`config.mk`:
```
export PLATFORM = sky130hd
export DESIGN_NAME = tx_dbf_ch_flat
export DESIGN_NICKNAME = d
export VERILOG_FILES = /design/src/rtl/tx_dbf_ch_pkg.sv /design/src/rtl/tx_dbf_ch_if.sv /design/src/rtl/tx_delay_lut.sv /design/src/rtl/tx_dbf_ch.sv /design/src/flat_wrapper.sv
export SDC_FILE = /design/constraint.sdc
export NUM_CORES = 2
export LEC_CHECK = 0
export BUFFER_PORTS_ARGS = -buffer_cell sky130_fd_sc_hd__buf_2
export CAP_MARGIN = 10
export CORE_MARGIN = 4
export CORE_UTILIZATION = 56
export CTS_CLUSTER_SIZE = 20
export DETAILED_ROUTE_END_ITERATION = 16
export GPL_TIMING_DRIVEN = 0
export PLACE_DENSITY = 0.72
export SYNTH_ARGS = -nofsm -noshare
export SYNTH_HDL_FRONTEND = slang
export SYNTH_SLANG_ARGS = --single-unit
```
`constraint.sdc`:
```
create_clock -name clk -period 3.3 [get_ports clk]
set_clock_uncertainty 0.15 [all_clocks]
set_input_delay 0.66 -clock clk [delete_from_list [all_inputs] [get_ports clk]]
set_output_delay 0.66 -clock clk [all_outputs]
set_load 0.02 [all_outputs]
```
`src/rtl/tx_dbf_ch_pkg.sv`:
```
// rtl/tx_dbf_ch_pkg.sv - shared widths and FSM state encoding for the transmit beamformer channel
package tx_dbf_ch_pkg;

  localparam int ADDR_WD = 7;
  localparam int DLY_WD  = 12;
  localparam int CYC_WD  = 4;
  localparam int HP_WD   = 6;

  typedef enum logic [2:0] {
    S_IDLE  = 3'd0,
    S_LOAD  = 3'd1,
    S_DELAY = 3'd2,
    S_PULSE = 3'd3,
    S_DONE  = 3'd4
  } state_e;

endpackage

```
`src/rtl/tx_dbf_ch_if.sv`:
```
// rtl/tx_dbf_ch_if.sv - fire/LUT-write/pulser signal bundle for the transmit beamformer channel
interface tx_dbf_ch_if #(
  parameter int ADDR_WD = tx_dbf_ch_pkg::ADDR_WD,
  parameter int DLY_WD  = tx_dbf_ch_pkg::DLY_WD,
  parameter int CYC_WD  = tx_dbf_ch_pkg::CYC_WD,
  parameter int HP_WD   = tx_dbf_ch_pkg::HP_WD
) ();

  logic               start;
  logic [ADDR_WD-1:0] line_addr;
  logic [ADDR_WD-1:0] lut_addr;
  logic               lut_we;
  logic [DLY_WD-1:0]  lut_din;
  logic [CYC_WD-1:0]  n_cycles;
  logic [HP_WD-1:0]   half_period;
  logic               tx_p;
  logic               tx_n;
  logic               tx_en;
  logic               busy;
  logic               done;

  modport master (
    output start, line_addr, lut_addr, lut_we, lut_din, n_cycles, half_period,
    input  tx_p, tx_n, tx_en, busy, done
  );

  modport slave (
    input  start, line_addr, lut_addr, lut_we, lut_din, n_cycles, half_period,
    output tx_p, tx_n, tx_en, busy, done
  );

endinterface

```
`src/rtl/tx_delay_lut.sv`:
```
// rtl/tx_delay_lut.sv - per-line focus delay RAM, one write port and one registered read port
module tx_delay_lut #(
  parameter int ADDR_WD = tx_dbf_ch_pkg::ADDR_WD,
  parameter int DLY_WD  = tx_dbf_ch_pkg::DLY_WD
) (
  input  logic               clk,
  input  logic               wr_en,
  input  logic [ADDR_WD-1:0] wr_addr,
  input  logic [DLY_WD-1:0]  wr_data,
  input  logic [ADDR_WD-1:0] rd_addr,
  output logic [DLY_WD-1:0]  rd_data_q
);

  localparam int DEPTH = 1 << ADDR_WD;

  logic [DLY_WD-1:0] mem_q [DEPTH];

  // Read-first RAM: a same-address write this cycle is not visible until the next read.
  // Contents are deliberately not reset so delay tables survive a channel reset.
  always_ff @(posedge clk) begin
    rd_data_q <= mem_q[rd_addr];
    if (wr_en) begin
      mem_q[wr_addr] <= wr_data;
    end
  end

endmodule

```
`src/rtl/tx_dbf_ch.sv`:
```
// rtl/tx_dbf_ch.sv - one transmit channel: per-line focus delay followed by a bipolar pulse burst
module tx_dbf_ch #(
  parameter int ADDR_WD = tx_dbf_ch_pkg::ADDR_WD,
  parameter int DLY_WD  = tx_dbf_ch_pkg::DLY_WD,
  parameter int CYC_WD  = tx_dbf_ch_pkg::CYC_WD,
  parameter int HP_WD   = tx_dbf_ch_pkg::HP_WD
) (
  input  logic         clk,
  input  logic         rst_n,
  tx_dbf_ch_if.slave   bus
);

  import tx_dbf_ch_pkg::*;

  state_e             state_q, state_d;
  logic [ADDR_WD-1:0] line_q, line_d;
  logic [ADDR_WD-1:0] rd_addr;
  logic [CYC_WD-1:0]  ncyc_q, ncyc_d;
  logic [CYC_WD-1:0]  cyc_cnt_q, cyc_cnt_d;
  logic [HP_WD-1:0]   hp_q, hp_d;
  logic [HP_WD-1:0]   hp_cnt_q, hp_cnt_d;
  logic [DLY_WD-1:0]  dly_q, dly_d;
  logic [DLY_WD-1:0]  lut_rd;
  logic               phase_q, phase_d;
  logic               tx_p_q, tx_p_d;
  logic               tx_n_q, tx_n_d;
  logic               tx_en_q, tx_en_d;
  logic               busy_q, busy_d;
  logic               done_q, done_d;

  // In IDLE the RAM reads the incoming line so its delay is ready during LOAD.
  assign rd_addr = (state_q == S_IDLE) ? bus.line_addr : line_q;

  tx_delay_lut #(
    .ADDR_WD (ADDR_WD),
    .DLY_WD  (DLY_WD)
  ) u_lut (
    .clk       (clk),
    .wr_en     (bus.lut_we),
    .wr_addr   (bus.lut_addr),
    .wr_data   (bus.lut_din),
    .rd_addr   (rd_addr),
    .rd_data_q (lut_rd)
  );

  // State, counters and registered outputs; reset kills any burst on the same edge.
  always_ff @(posedge clk) begin
    if (!rst_n) begin
      state_q   <= S_IDLE;
      line_q    <= '0;
      ncyc_q    <= '0;
      cyc_cnt_q <= '0;
      hp_q      <= '0;
      hp_cnt_q  <= '0;
      dly_q     <= '0;
      phase_q   <= 1'b0;
      tx_p_q    <= 1'b0;
      tx_n_q    <= 1'b0;
      tx_en_q   <= 1'b0;
      busy_q    <= 1'b0;
      done_q    <= 1'b0;
    end else begin
      state_q   <= state_d;
      line_q    <= line_d;
      ncyc_q    <= ncyc_d;
      cyc_cnt_q <= cyc_cnt_d;
      hp_q      <= hp_d;
      hp_cnt_q  <= hp_cnt_d;
      dly_q     <= dly_d;
      phase_q   <= phase_d;
      tx_p_q    <= tx_p_d;
      tx_n_q    <= tx_n_d;
      tx_en_q   <= tx_en_d;
      busy_q    <= busy_d;
      done_q    <= done_d;
    end
  end

  // Next state plus delay and burst counters; start is only looked at in IDLE, so it never queues.
  always_comb begin
    state_d   = state_q;
    line_d    = line_q;
    ncyc_d    = ncyc_q;
    cyc_cnt_d = cyc_cnt_q;
    hp_d      = hp_q;
    hp_cnt_d  = hp_cnt_q;
    dly_d     = dly_q;
    phase_d   = phase_q;
    case (state_q)
      S_IDLE: begin
        if (bus.start) begin
          line_d  = bus.line_addr;
          ncyc_d  = bus.n_cycles;
          hp_d    = (bus.half_period == '0) ? HP_WD'(1) : bus.half_period;
          state_d = S_LOAD;
        end
      end
      S_LOAD: begin
        dly_d     = lut_rd;
        hp_cnt_d  = HP_WD'(1);
        cyc_cnt_d = CYC_WD'(1);
        phase_d   = 1'b0;
        if (ncyc_q == '0) begin
          state_d = S_DONE;
        end else if (lut_rd == '0) begin
          state_d = S_PULSE;
        end else begin
          state_d = S_DELAY;
        end
      end
      S_DELAY: begin
        if (dly_q == DLY_WD'(1)) begin
          state_d = S_PULSE;
        end else begin
          dly_d = dly_q - 1'b1;
        end
      end
      S_PULSE: begin
        if (hp_cnt_q == hp_q) begin
          hp_cnt_d = HP_WD'(1);
          phase_d  = ~phase_q;
          if (phase_q) begin
            if (cyc_cnt_q == ncyc_q) begin
              state_d = S_DONE;
            end else begin
              cyc_cnt_d = cyc_cnt_q + 1'b1;
            end
          end
        end else begin
          hp_cnt_d = hp_cnt_q + 1'b1;
        end
      end
      S_DONE: begin
        state_d = S_IDLE;
      end
      default: begin
        state_d = S_IDLE;
      end
    endcase
  end

  // Output decode from the current state; registered, so pins lag the state by one clock.
  always_comb begin
    tx_p_d  = (state_q == S_PULSE) && !phase_q;
    tx_n_d  = (state_q == S_PULSE) && phase_q;
    tx_en_d = (state_q == S_PULSE);
    busy_d  = (state_d != S_IDLE);
    done_d  = (state_q == S_DONE);
  end

  assign bus.tx_p  = tx_p_q;
  assign bus.tx_n  = tx_n_q;
  assign bus.tx_en = tx_en_q;
  assign bus.busy  = busy_q;
  assign bus.done  = done_q;

endmodule

```
`src/flat_wrapper.sv`:
```
// flat-port wrapper written by rule: the top's interface ports become plain ports
module tx_dbf_ch_flat import tx_dbf_ch_pkg::*;
#(
  parameter int ADDR_WD = tx_dbf_ch_pkg::ADDR_WD,
  parameter int DLY_WD  = tx_dbf_ch_pkg::DLY_WD,
  parameter int CYC_WD  = tx_dbf_ch_pkg::CYC_WD,
  parameter int HP_WD   = tx_dbf_ch_pkg::HP_WD
)
  (clk, rst_n, bus_start, bus_line_addr, bus_lut_addr, bus_lut_we, bus_lut_din, bus_n_cycles, bus_half_period, bus_tx_p, bus_tx_n, bus_tx_en, bus_busy, bus_done);
  tx_dbf_ch_if #(.ADDR_WD(ADDR_WD), .DLY_WD(DLY_WD), .CYC_WD(CYC_WD), .HP_WD(HP_WD)) bus_i ();
  input  logic clk;
  input  logic rst_n;
  input wire logic [$bits(bus_i.start)-1:0] bus_start;
  input wire logic [$bits(bus_i.line_addr)-1:0] bus_line_addr;
  input wire logic [$bits(bus_i.lut_addr)-1:0] bus_lut_addr;
  input wire logic [$bits(bus_i.lut_we)-1:0] bus_lut_we;
  input wire logic [$bits(bus_i.lut_din)-1:0] bus_lut_din;
  input wire logic [$bits(bus_i.n_cycles)-1:0] bus_n_cycles;
  input wire logic [$bits(bus_i.half_period)-1:0] bus_half_period;
  output wire logic [$bits(bus_i.tx_p)-1:0] bus_tx_p;
  output wire logic [$bits(bus_i.tx_n)-1:0] bus_tx_n;
  output wire logic [$bits(bus_i.tx_en)-1:0] bus_tx_en;
  output wire logic [$bits(bus_i.busy)-1:0] bus_busy;
  output wire logic [$bits(bus_i.done)-1:0] bus_done;
  assign bus_i.start = bus_start;
  assign bus_i.line_addr = bus_line_addr;
  assign bus_i.lut_addr = bus_lut_addr;
  assign bus_i.lut_we = bus_lut_we;
  assign bus_i.lut_din = bus_lut_din;
  assign bus_i.n_cycles = bus_n_cycles;
  assign bus_i.half_period = bus_half_period;
  assign bus_tx_p = bus_i.tx_p;
  assign bus_tx_n = bus_i.tx_n;
  assign bus_tx_en = bus_i.tx_en;
  assign bus_busy = bus_i.busy;
  assign bus_done = bus_i.done;
  tx_dbf_ch #(.ADDR_WD(ADDR_WD), .DLY_WD(DLY_WD), .CYC_WD(CYC_WD), .HP_WD(HP_WD)) u_core (.clk(clk), .rst_n(rst_n), .bus(bus_i));
endmodule
```
==> qor.csv <==
stage;metric;value;unit
clock_network;H-Tree Depth;4;
die;die height;345.0;um
die;die width;345.0;um
cells_and_area;layout cells sized above 1;0.2382;
global_routing;first-pass GRT wire length;274900;um
drt;DRT antenna net count;0;
synthesis;number of synthesis warnings;0;
cells_and_area;fin util;0.6884;
setup_path;Critical Path Sink Type;flop;
setup_path;critical-path cell list;buf_8 -> or4b_4 -> buf_8 -> nand2_8 -> buf_12 -> buf_12 -> nand2_8 -> buf_12 -> a311oi_4 -> nor4_4 -> nor4_4 -> o221a_1;
synthesis;Synth top area share;0.7255;
die;Initial Util;0.5644;
clock_network;clock transition at the registers of the reported paths;0.06;ns
clock_network;Worst-Skew Late Latency;0.80;ns
timing;Setup violations, final;12;
drt;Via density;6.750;
clock_network;CTS tree;yes;
synthesis;Synth area leaders;edfxtp_1 73%, mux2i_1 6.2%, a211oi_1 2.8%;
synthesis;Mapped Avg Cell Area;15.64;um^2
setup_path;flop2flop setup slack;-0.24;ns
min_path;beginning of the worst hold path;bus_line_addr[6];
drt;drt pass-1 iters;10;
clock_network;clk buf depth;3;
status;violated checks;capacitance limit, setup timing;
clock_network;root buf cell;clkbuf_16;
die;row count;123;
job;MaxCap Viol Count;1;
synthesis;#FFs+latches synth;1596;
setup_path;crit-path max cell delay;0.55;ns
global_routing;largest net degree at the start of global routing;82;
setup_path;Max FO, Critical Path;8;
synthesis;ys flop type;edfxtp_1;
setup_path;Reg2Reg Depth;12;
setup_path;CP delay by family, top;simple AND/OR/NAND/NOR gates;
placed_design;count of input and output buffers;38;
timing;Slew @ Worst Pin;1.490;ns
synthesis;register area share after synthesis;0.7443;
timing;Final Hold Viols;0;
setup_path;Worst Path Required;3.86;ns
status;outcome;complete, but fails checks;
drt;final wirelength;201400;um
cells_and_area;design area;77560;um^2
global_routing;grt ovf;0;
die;core area;112700;um^2
cells_and_area;fin nets;4496;
clock_network;clk sinks;1596;
timing;min cycle time layout;3.540;ns
timing;setup ws final;-0.2396;ns
global_routing;total global-route track usage;0.3285;
timing;fin crit share;1.073;
die;I/O pin cnt;45;
synthesis;Async SR Flop Fraction;0;
timing;unrepaired setup endpoints after global routing;true;
placed_design;Placer Congestion;1.012;
setup_path;CP max-delay cell;nor4_4;
min_path;WHS Path Cells;3;
setup_path;CP Buf/Inv Count;5;
setup_path;Worst Setup Path Type;flop to flop;
timing;Setup Total Neg Slack;-1.680;ns
synthesis;syn nets;4108;
setup_path;most used cell, CP;buf_12;
placed_design;post-detail-place hpwl;129700;um
global_routing;vias in the first global route;38500;
synthesis;Unique masters post-synth;71;
synthesis;Post-synth EDFFs;1536;
timing;Slew Limit Fails;0;
placed_design;Post-DP Area;66430;um^2
drt;routed len/inst;33.10;um
drt;Post-route DRC;0;
min_path;Min-Delay Path Class;input port to flop;
setup_path;Worst Path Arrival;4.10;ns
drt;DRC violation total after the first TritonRoute iteration;6491;
global_routing;initial antenna violation count;8;
min_path;hold endpoint;u_core.line_q[6];
power_and_ir_drop;Pwr Density;623.7;nW/um^2
cells_and_area;area grow syn2layout;21.98;%
setup_path;R2R Path Start;u_core.state_q[2];
synthesis;Synth area leader;edfxtp_1;
power_and_ir_drop;Leak Pwr;25.83;nW
setup_path;RR Endpoint;u_core.u_lut.rd_data_q[2];
timing;Max Freq;282.5;MHz
timing;Slew HR;0.006509;
setup_path;startpoint types;flop;
die;die area;119000;um^2
synthesis;Cells after Synth;4064;
clock_network;TritonCTS Buffers;158;
synthesis;Cell Area, Synth;63580;um^2
drt;vias;41070;
power_and_ir_drop;peak supply drop;0.5659;mV
==> worst register-to-register path: stages, from the launching register on <==
cell	delay (ns)
dfxtp_4	0.36
buf_8	0.13
or4b_4	0.53
buf_8	0.17
nand2_8	0.10
buf_12	0.13
buf_12	0.12
nand2_8	0.12
buf_12	0.19
a311oi_4	0.44
nor4_4	0.13
nor4_4	0.55
o221a_1	0.34
==> cells in the final DEF (no fill, tap or decap), drive strengths merged, types with 5 or more instances in the layout <==
master	count
nand2	408
nand4	10
buf	370
o22a	11
o21bai	10
diode	5
clkbuf	314
o221a	16
dfxtp	60
o221ai	71
mux2i	398
nor2b	23
a21oi	44
nor2	191
nand3	22
dlygate4sd3	12
or2	7
a22oi	5
nand2b	10
a311oi	76
inv	15
or3	6
clkinv	76
edfxtp	1536
nor3	20
mux2	23
bufinv	8
a31oi	67
and3	219
a211oi	241
o21ai	30
and2	5
nor4	83
o22ai	114
nor4b	12
xor2	8
a32oi	13
==> flip-flops by register name, indices dropped and copies added (netlist names) <==
register                count
u_core.bus.done             1
u_core.ncyc_q               4
u_core.u_lut.mem_q       1536
u_core.hp_q                 6
u_core.bus.busy             1
u_core.bus.tx_en            1
u_core.state_q              3
u_core.phase_q              1
u_core.line_q               7
u_core.hp_cnt_q             6
u_core.dly_q               12
u_core.cyc_cnt_q            4
u_core.bus.tx_p             1
u_core.bus.tx_n             1
u_core.u_lut.rd_data_q     12
==> worst max-delay path by stage <==
stage / from / end / slack [ns] / cells after the start
6_report: u_core.state_q[2] / u_core.u_lut.rd_data_q[2] / -0.24 / 12
5_1_grt: u_core.state_q[0] / u_core.u_lut.rd_data_q[2] / -0.18 / 10
4_1_cts: u_core.state_q[1] / u_core.u_lut.rd_data_q[8] / -0.02 / 12
2_1_floorplan: bus_line_addr[2] / u_core.u_lut.rd_data_q[4] / 0.40 / 11
3_3_place_gp: u_core.state_q[2] / u_core.u_lut.rd_data_q[2] / -1.96 / 11
3_5_place_dp: u_core.state_q[2] / u_core.u_lut.rd_data_q[2] / -1.97 / 11
==> cell families after synthesis <==
logic type,share of synthesized area
and+or+nand+nor,0.07832
adders and majority gates,0.0007872
DFF,0.7443
muxes,0.06711
AOI/OAI and AO/OA,0.08419
xor gates and xnor gates,0.001653
buffers and inverters,0.02360
==> per-layer routing <==
layer  GRT usage  up-vias  share of wire
li1            -    16990              -
met1      0.4286    20420           0.35
met2      0.5041     3016           0.45
met3     0.08493      646           0.12
met4      0.1896        2          0.072
met5           0        -       0.000099
==> through the flow <==
stage | std cells | power (mW) | hold slack, ns | worst slack, ns
2_1_floorplan | 4064 | 26.30 | 0.2950 | 0.4043
3_3_place_gp | 5602 | 28.98 | 0.3070 | -1.959
3_5_place_dp | 5649 | 29.09 | 0.3140 | -1.974
4_1_cts | 5992 | 47.38 | 0.0001061 | -0.02164
5_1_grt | 6080 | 49.40 | 0.05339 | -0.1750
6_report | 6085 | 48.37 | 0.05851 | -0.2396
==> Yosys cell counts, types with 12 or more instances <==
library cell	count
edfxtp_1	1536
nand2_1	402
mux2i_1	394
a211oi_1	241
and3_1	219
nor2_1	188
o22ai_1	114
clkbuf_1	112
buf_2	96
nor4_1	83
a311oi_1	76
o221ai_1	71
a31oi_1	66
dfxtp_1	60
a21oi_1	44
buf_4	43
o21ai_0	30
mux2_2	23
nor2b_1	23
nand3_1	22
buf_6	19
nor3_1	19
a32oi_1	13
nor4b_1	12
==> what timing repair did <==
item,CTS,global route
setup buffers,45,34
resized for setup,709,238
hold buffers,12,0
pin swaps,96,85
setup endpoints to repair,12,12
endpoints found under the hold margin,12,0
cloned,3,10
==> power by group <==
group	switching (mW)	internal, mW
Combinational	5.54	3.07
Sequential	0.136	22.4
Clock	7.64	9.60
Total	13.3	35.1
==> cell type report <==
| cell class | instances | area [um^2] |
|---|---|---|
| flip-flops and latches | 1596 | 47330 |
| fillers | 7157 | 35100 |
| multi-input cells | 2186 | 18240 |
| clock buffers | 191 | 4150 |
| plain buffers | 273 | 2733 |
| repair buffers | 232 | 2455 |
| well taps | 1500 | 1877 |
| clock inverters | 97 | 735.7 |
| inverters | 5 | 18.77 |
| diodes | 5 | 12.51 |
(Power assumes the default switching activity.)
